<file path="src/rtl/ram_stream_reader_pkg.sv">
// Shared types and latency constants for the RAM stream reader.
// RAM_STREAM_READER_LAT2_EN selects a RAM with an extra output register (2-cycle read latency).
package ram_stream_reader_pkg;

`ifdef RAM_STREAM_READER_LAT2_EN
    localparam int RD_LAT = 2;
`else
    localparam int RD_LAT = 1;
`endif

    // One slot per in-flight read plus one so a beat can drain while the next lands.
    localparam int BUF_DEPTH = RD_LAT + 1;
    localparam int CNT_W     = $clog2(BUF_DEPTH + 1);

    typedef enum logic [1:0] {
        IDLE  = 2'd0,
        READ  = 2'd1,
        DRAIN = 2'd2
    } state_t;

endpackage

</file>
<file path="src/rtl/ram_stream_reader_skid_fifo.sv">
// Small register FIFO that absorbs returning read data under consumer backpressure.
// Zero-latency head view; the caller guarantees no push when full, so there is no full flag.
module stream_skid_fifo #(
    parameter int W     = 9,
    parameter int DEPTH = 2,
    parameter int CNT_W = $clog2(DEPTH + 1)
) (
    input  logic             clk,
    input  logic             rst,
    input  logic             push,
    input  logic [W-1:0]     push_dat,
    input  logic             pop,
    output logic [W-1:0]     head_dat,
    output logic             head_vld,
    output logic [CNT_W-1:0] count
);
    localparam int PTR_W = (DEPTH > 1) ? $clog2(DEPTH) : 1;

    logic [W-1:0]     mem_q [DEPTH];
    logic [W-1:0]     mem_d [DEPTH];
    logic [PTR_W-1:0] rd_ptr_q, rd_ptr_d;
    logic [PTR_W-1:0] wr_ptr_q, wr_ptr_d;
    logic [CNT_W-1:0] cnt_q, cnt_d;

    function automatic logic [PTR_W-1:0] ptr_inc(input logic [PTR_W-1:0] p);
        return (p == PTR_W'(DEPTH - 1)) ? '0 : p + PTR_W'(1);
    endfunction

    always_comb begin
        mem_d    = mem_q;
        rd_ptr_d = rd_ptr_q;
        wr_ptr_d = wr_ptr_q;
        if (push) begin
            mem_d[wr_ptr_q] = push_dat;
            wr_ptr_d        = ptr_inc(wr_ptr_q);
        end
        if (pop) begin
            rd_ptr_d = ptr_inc(rd_ptr_q);
        end
        cnt_d = cnt_q + CNT_W'(push) - CNT_W'(pop);
    end

    always_ff @(posedge clk or posedge rst) begin
        if (rst) begin
            mem_q    <= '{default: '0};
            rd_ptr_q <= '0;
            wr_ptr_q <= '0;
            cnt_q    <= '0;
        end else begin
            mem_q    <= mem_d;
            rd_ptr_q <= rd_ptr_d;
            wr_ptr_q <= wr_ptr_d;
            cnt_q    <= cnt_d;
        end
    end

    assign head_dat = mem_q[rd_ptr_q];
    assign head_vld = (cnt_q != '0);
    assign count    = cnt_q;

endmodule

</file>
<file path="src/rtl/ram_stream_reader.sv">
// Sequential RAM reader presenting words as a valid/ready stream with a last-beat flag.
// Start -> first beat is RD_LAT+1 cycles; reads are credit-limited so consumer stalls never drop data.
module ram_stream_reader
    import ram_stream_reader_pkg::*;
#(
    parameter int DATA_W = 8,
    parameter int DEPTH  = 8,
    parameter int ADDR_W = $clog2(DEPTH),
    parameter int LEN_W  = $clog2(DEPTH) + 1
) (
    input  logic              clk,
    input  logic              rst,
    input  logic              i_start,
    input  logic [ADDR_W-1:0] i_base_addr,
    input  logic [LEN_W-1:0]  i_len,
    output logic              o_busy,
    output logic              o_done,
    output logic [ADDR_W-1:0] o_raddr,
    input  logic [DATA_W-1:0] i_rdata,
    output logic [DATA_W-1:0] o_tdata,
    output logic              o_tvalid,
    input  logic              i_tready,
    output logic              o_tlast
);
    state_t              state_q, state_d;
    logic [ADDR_W-1:0]   raddr_q, raddr_d;
    logic [LEN_W-1:0]    rem_q, rem_d;
    logic [RD_LAT-1:0]   vld_pipe_q, vld_pipe_d;
    logic [RD_LAT-1:0]   last_pipe_q, last_pipe_d;
    logic                done_q, done_d;

    logic                issue;
    logic                pop;
    logic [CNT_W-1:0]    inflight;
    logic [CNT_W:0]      credit_used;
    logic [DATA_W:0]     head_dat;
    logic                head_vld;
    logic [CNT_W-1:0]    fifo_cnt;

    assign pop = head_vld & i_tready;

    always_comb begin
        state_d  = state_q;
        raddr_d  = raddr_q;
        rem_d    = rem_q;
        done_d   = 1'b0;

        inflight = '0;
        for (int i = 0; i < RD_LAT; i++) begin
            inflight = inflight + CNT_W'(vld_pipe_q[i]);
        end
        // A beat leaving this cycle frees its slot now, which is what sustains 1 beat/cycle.
        credit_used = {1'b0, fifo_cnt} + {1'b0, inflight} - (CNT_W + 1)'(pop);
        issue = (state_q == READ) && (rem_q != '0) && (credit_used < (CNT_W + 1)'(BUF_DEPTH));

        vld_pipe_d  = RD_LAT'({vld_pipe_q, issue});
        last_pipe_d = RD_LAT'({last_pipe_q, issue && (rem_q == LEN_W'(1))});

        case (state_q)
            IDLE: begin
                if (i_start) begin
                    if (i_len != '0) begin
                        state_d = READ;
                        raddr_d = i_base_addr;
                        rem_d   = i_len;
                    end else begin
                        done_d = 1'b1;
                    end
                end
            end
            READ: begin
                if (issue) begin
                    raddr_d = (raddr_q == ADDR_W'(DEPTH - 1)) ? '0 : raddr_q + ADDR_W'(1);
                    rem_d   = rem_q - LEN_W'(1);
                    if (rem_q == LEN_W'(1)) begin
                        state_d = DRAIN;
                    end
                end
            end
            DRAIN: begin
                if (pop && head_dat[DATA_W]) begin
                    state_d = IDLE;
                    done_d  = 1'b1;
                end
            end
            default: state_d = IDLE;
        endcase
    end

    always_ff @(posedge clk or posedge rst) begin
        if (rst) begin
            state_q     <= IDLE;
            raddr_q     <= '0;
            rem_q       <= '0;
            vld_pipe_q  <= '0;
            last_pipe_q <= '0;
            done_q      <= 1'b0;
        end else begin
            state_q     <= state_d;
            raddr_q     <= raddr_d;
            rem_q       <= rem_d;
            vld_pipe_q  <= vld_pipe_d;
            last_pipe_q <= last_pipe_d;
            done_q      <= done_d;
        end
    end

    stream_skid_fifo #(
        .W     (DATA_W + 1),
        .DEPTH (BUF_DEPTH),
        .CNT_W (CNT_W)
    ) u_fifo (
        .clk      (clk),
        .rst      (rst),
        .push     (vld_pipe_q[RD_LAT-1]),
        .push_dat ({last_pipe_q[RD_LAT-1], i_rdata}),
        .pop      (pop),
        .head_dat (head_dat),
        .head_vld (head_vld),
        .count    (fifo_cnt)
    );

    assign o_busy   = (state_q != IDLE);
    assign o_done   = done_q;
    assign o_raddr  = raddr_q;
    assign o_tvalid = head_vld;
    assign o_tdata  = head_dat[DATA_W-1:0];
    assign o_tlast  = head_vld & head_dat[DATA_W];

endmodule

</file>
<file path="config.mk">
export PLATFORM = sky130hd
export DESIGN_NAME = ram_stream_reader
export DESIGN_NICKNAME = d
export VERILOG_FILES = /design/src/rtl/ram_stream_reader_pkg.sv /design/src/rtl/ram_stream_reader_skid_fifo.sv /design/src/rtl/ram_stream_reader.sv
export SDC_FILE = /design/constraint.sdc
export NUM_CORES = 1
export LEC_CHECK = 0
export CAP_MARGIN = 40
export CORE_MARGIN = 4
export CORE_UTILIZATION = 51
export CTS_CLUSTER_DIAMETER = 150
export CTS_CLUSTER_SIZE = 30
export DETAILED_ROUTE_END_ITERATION = 8
export PLACE_DENSITY_LB_ADDON = 0.2
export SLEW_MARGIN = 40
export SYNTH_ARGS = -nofsm -noshare
export SYNTH_HDL_FRONTEND = slang
export SYNTH_SLANG_ARGS = --single-unit
export TNS_END_PERCENT = 20
</file>
<file path="constraint.sdc">
create_clock -name clk -period 3.1 [get_ports clk]
set_input_delay 0.775 -clock clk [delete_from_list [all_inputs] [get_ports clk]]
set_output_delay 0.775 -clock clk [all_outputs]
set_load 0.005 [all_outputs]
</file>
**Word level (Yosys, flattened, before mapping)**

Index checks and enable logic that the tools add are counted.

- Register bits after elaboration: 34
- Bits of input ports: 19
- Output and inout port bits: 15
- Logic and storage cells: 76

- Add/sub/neg operators: 8
- Order comparisons: 4
- Equal/unequal tests: 9
- Mux-type cells: 27
- Bitwise gates (word level): 4
- Reduce and logical (&&, ||, !) cells: 13

Operators by type and width:

| cell | number |
|---|---|
| $mux W9 | 4 |
| $bwmux W18 | 1 |
| $mux W3 | 4 |
| $mux W4 | 3 |
| $mux W2 | 5 |
| $demux W9 S1 | 1 |
| $ne A2 B2 Y1 const B | 4 |
| $pmux W4 S2 | 1 |
| $reduce_bool A4 Y1 | 2 |
| $pmux W2 S3 | 1 |
| $pmux W3 S2 | 1 |
| $reduce_bool A2 Y1 | 3 |
| $logic_and A1 B1 Y1 | 5 |
| $mux W1 | 5 |
| $reduce_and A5 Y1 | 1 |
| $eq A4 B1 Y1 const B | 1 |
| $ge A2 B2 Y1 const B | 2 |
| $not A1 Y2 | 2 |
| $reduce_and A4 Y1 | 1 |
| $sub A4 B1 Y4 const B | 1 |
| $add A2 B1 Y3 | 1 |
| $add A3 B1 Y3 const B | 1 |
| $eq A3 B3 Y1 const B | 1 |
| $lt A3 B2 Y1 const B | 1 |
| 11 further kinds | 13 |

**Longest topological paths before layout**

- Word-level depth: 7
- Gate-level depth with buffers: 9
- Depth with buffers taken out: 9

**Hierarchy**

A second synthesis with hierarchy kept.

- Cell total of the unflattened synthesis: 140
- Area total of the unflattened synthesis: 1749.2 sq um

Modules (own cells, without submodules):

| module | instances | cells each | area each (sq um) | seq. area each (sq um) |
|---|---|---|---|---|
| stream_skid_fifo | 1 | 63 | 994.7 | 550.5 |
| ram_stream_reader | 1 | 77 | 754.5 | 300.3 |

**Worst setup path after synthesis**

OpenSTA, ideal clock, no wires.

- Path type: input-to-reg
- Start: in i_tready
- End: reg raddr_q[0] (netlist: o_raddr[0])
- Setup time: 125 ps
- Arrival time: 2446 ps
- Data required time: 2975 ps
- Setup slack: 529 ps
- Cell stages on the path: 8
- Buffers on the path: 0
- Cell sequence: nand3_1 -> o21ai_0 -> ha_1 -> fa_1 -> xnor2_1 -> nor3_1 -> o21ai_4 -> mux2_4

- Cells in the longest elaborated chain, start to end: 6

RTL lines:

| what | line | RTL |
|---|---|---|
| start: declaration | ram_stream_reader.sv:22 | `input logic i_tready,` |
| $and A1 B1 Y1 | ram_stream_reader.sv:40 | `assign pop = head_vld & i_tready;` |
| $sub A3 B1 Y3 | ram_stream_reader.sv:53 | `credit_used = {1'b0, fifo_cnt} + {1'b0, inflight} - (CNT_W + 1)'(pop);` |
| $lt A3 B2 Y1 | ram_stream_reader.sv:54 | `issue = (state_q == READ) && (rem_q != '0) && (credit_used < (CNT_W + 1)'(BUF_DEPTH));` |
| $logic_and A1 B1 Y1 | ram_stream_reader.sv:54 |  |
| $ne A2 B2 Y1 (no line) | - |  |
| $reduce_and A4 Y1 (no line) | - |  |
| end signal: assignment | ram_stream_reader.sv:100 | `raddr_q <= raddr_d;` |
| end: declaration | ram_stream_reader.sv:26 | `logic [ADDR_W-1:0] raddr_q, raddr_d;` |

No other way between the ends.
A chain may end at the register's enable or synchronous reset.

**Worst setup path after layout**

- Start: in i_tready
- End: reg rem_q[0]

- Cells in the longest elaborated chain, start to end: 6

RTL lines:

| what | line | RTL |
|---|---|---|
| $and A1 B1 Y1 | ram_stream_reader.sv:40 |  |
| $sub A3 B1 Y3 | ram_stream_reader.sv:53 |  |
| $lt A3 B2 Y1 | ram_stream_reader.sv:54 |  |
| $logic_and A1 B1 Y1 | ram_stream_reader.sv:54 |  |
| $ne A2 B2 Y1 (no line) | - |  |
| $reduce_and A4 Y1 (no line) | - |  |
| end signal: assignment | ram_stream_reader.sv:101 | `rem_q <= rem_d;` |
| end: declaration | ram_stream_reader.sv:27 | `logic [LEN_W-1:0] rem_q, rem_d;` |

No other way between the ends.

==> impl_results.md <==
* Most frequent cell after synthesis: dfrtp_1
* Commonest register cell after synthesis: dfrtp_1
* Maximum capacitance violations at 0
* Full die area at 4299 um^2
* CTS H-Tree Depth at 2
* GR Overflow Total at 0
* Layout cells sized above 1 at 27.84%
* Crit-path slowest cell: clkdlybuf4s50_1
* Rel. slew slack at 66.49%
* Crit path kind: in -> reg
* Post-route ant nets at 0
* Critical path's top delay family: buffers and inverters
* Highest cell delay on the worst timing path at 440 ps
* Power, Total at 2.439 mW
* Total GRT Usage at 17.63%
* Final clock skew at 4.932 ps
* Top Ports at 34
* Crit path max fanout at 3
* Die width at 65.57 um
* First-pass GRT wire length at 5782 um
* Nets@finish at 201
* Largest net degree at the start of global routing at 23
* Arrival time worst endpoint at 3040 ps
* 1st-pass router iterations at 4
* Area contributors post-synth: dfrtp_1 (50%), mux2_2 (18%), ha_1 (4.4%), mux2i_1 (1.8%), mux2_4 (1.8%)
* Initial antenna violation count at 0
* Fmax at 361.4 MHz
* Worst endpoint required time at 3380 ps
* Largest area contributor in the synthesized netlist: dfrtp_1
* Share of the synthesized area in the top cell type at 50.33%
* Unrepaired setup endpoints after global routing: false
* Final slew viol count at 0
* Fin crit period at 2767 ps
* Cells after Synth at 133
* #FFs+latches synth at 34
* Synth Area per Inst at 12.71 um^2
* Routed WL at 3248 um
* Core region area at 3103 um^2
* Number of diodes at 0
* CP cell instances: clkdlybuf4s50_1 > nand3_1 > o21ai_0 > ha_1 > fa_1 > xnor2_1 > buf_4 > or3_1 > o211ai_1 > o221a_1
* Site Rows at 20
* Leakage at 0.9665 nW
* Hold buffer count at CTS at 0
* Iteration-0 DRC Markers at 36
* Clk Latency, worst-skew pair at 340 ps
* Seq/Total Area, Yosys at 50.33%
* Status: completed
* Element type at the critical path start: primary input
* Final period util at 89.25%
* Via Count at 1155
* WP buf/inv at 2
* Setup crit end kind: flop
* Clock slew at reported path FFs at 110 ps
* Top cells by count, synth: dfrtp_1 (34), mux2_2 (27), nor2_1 (8)
* Layout Utilization at 71.25%
* Avg WL per Cell at 14.76 um
* Area grow syn2layout at 30.79%
* IO Port Bufs at 33
* P per Cell Area at 1103 nW/um^2
* GP Congestion at 0.8405
* Synth unique cells at 37
* DP Wirelength at 2420 um
* Vias in the first global route at 1265
* # DRC at 0
* Initial Util at 54.48%
* Syn nets at 159
* CTS Sinks at 34
* CTS Buf Count at 5
* Post-synth EDFFs at 0
* Clock Tree Root: clkbuf_4
* CTS tree: done
* # Post-CTS Setup Buffers at 0
* YS warnings at 0
* Setup-failing EPs final at 0
* Async SR Flop Fraction at 100.0%
* Hold Path Class: reg -> reg
* Die height at 65.57 um
* Final Hold Vio Count at 0
* Vias per cell at 5.250
* Synth Cell Area at 1690 um^2
* Measured slew at the worst slew-check pin at 502.1 ps
* # resized after CTS at 0
* Max Root-Sink Buffers at 2
* Peak supply drop at 0.0006357 V
==> power by group <==
| group | leakage (nW) | internal [mW] | switching (mW) | total (mW) |
|---|---|---|---|---|
| combinational | 0.501 | 0.744 | 0.451 | 1.19 |
| clock | 0.0585 | 0.273 | 0.156 | 0.429 |
| sequential | 0.407 | 0.647 | 0.168 | 0.815 |
==> metrics by stage <==
step	TNS [ps]	setup WS, ps	hold WS, ps	cell area [um^2]	instances
floorplan	0	528.8	454.3	1690	133
global placement	0	78.76	469.4	2100	212
detailed placement	-20.18	-20.18	470.0	2100	212
CTS	0	347.2	489.5	2211	220
global route	0	226.3	532.4	2211	220
finish	0	333.3	486.0	2211	220
==> cell families after synthesis <==
family	after synthesis	share of synthesized area, %
buffers and inverters	9	2.146
adder cells (fa/ha/maj)	7	5.625
flip-flops	34	50.33
XOR/XNOR	3	1.555
AO/OA/AOI/OAI	16	7.550
AND/OR/NAND/NOR	32	11.25
multiplexers	32	21.54
==> area by class of cell <==
cell class	count	area, um^2
Clock buffer	6	51.30
Clock inverter	2	60.06
Fill cell	240	892.1
Inverter	6	22.52
Multi-Input combinational cell	90	803.3
Sequential cell	34	850.8
Tap cell	44	55.05
Timing Repair Buffer	38	367.9
==> placed cells by master (no fill, tap or decap), types with 2 or more instances in the layout <==
cell	n
a21oi_1	4
or2_2	2
buf_4	5
xnor2_1	2
mux2_4	2
mux2i_1	3
nor4b_1	2
o21ai_0	3
bufinv_16	2
clkdlybuf4s50_1	33
nand2_1	5
dfrtp_1	34
ha_1	6
nor3b_1	3
nor2_1	8
nor3_1	3
mux2_2	27
inv_1	6
clkbuf_4	5
==> worst reg2reg max path, delay by kind of cell (launching register included) <==
kind	cells	cell delay, ps
and+or+nand+nor	2	480
AOI/OAI and AO/OA	3	480
xor gates and xnor gates	1	150
buffers and inverters	2	230
DFF	1	370
adders and majority gates	2	570
==> final timing paths <==
check                              endpoint  cells after the start  slack [ps]             from
hold / removal              u_fifo.wr_ptr_q                      1         490  u_fifo.wr_ptr_q
max in group asynchronous  u_fifo.mem_q[15]                      3        1690              rst
hold reg to reg             u_fifo.wr_ptr_q                      1         490  u_fifo.wr_ptr_q
setup reg to reg                   rem_q[0]                     10         760  u_fifo.count[0]
min in group asynchronous        o_raddr[1]                      2         750              rst
setup / recovery                   rem_q[0]                     10         330         i_tready
==> metal layers <==
| layer | track usage, % | routed length (um) | vias to the layer above |
|---|---|---|---|
| met5 | 0 | 0 | - |
| met4 | 6.218 | 48 | 0 |
| met3 | 5.641 | 134 | 6 |
| met2 | 29.46 | 1664 | 26 |
| met1 | 21.30 | 1400 | 561 |
| li1 | - | - | 562 |
==> registers in the layout (all words and copies together) (netlist names) <==
register	count
last_pipe_q	1
o_done	1
o_raddr	3
rem_q	4
state_q	2
u_fifo.count	2
u_fifo.mem_q	18
u_fifo.rd_ptr_q	1
u_fifo.wr_ptr_q	1
vld_pipe_q	1
Power figures use the tool's default switching activity.
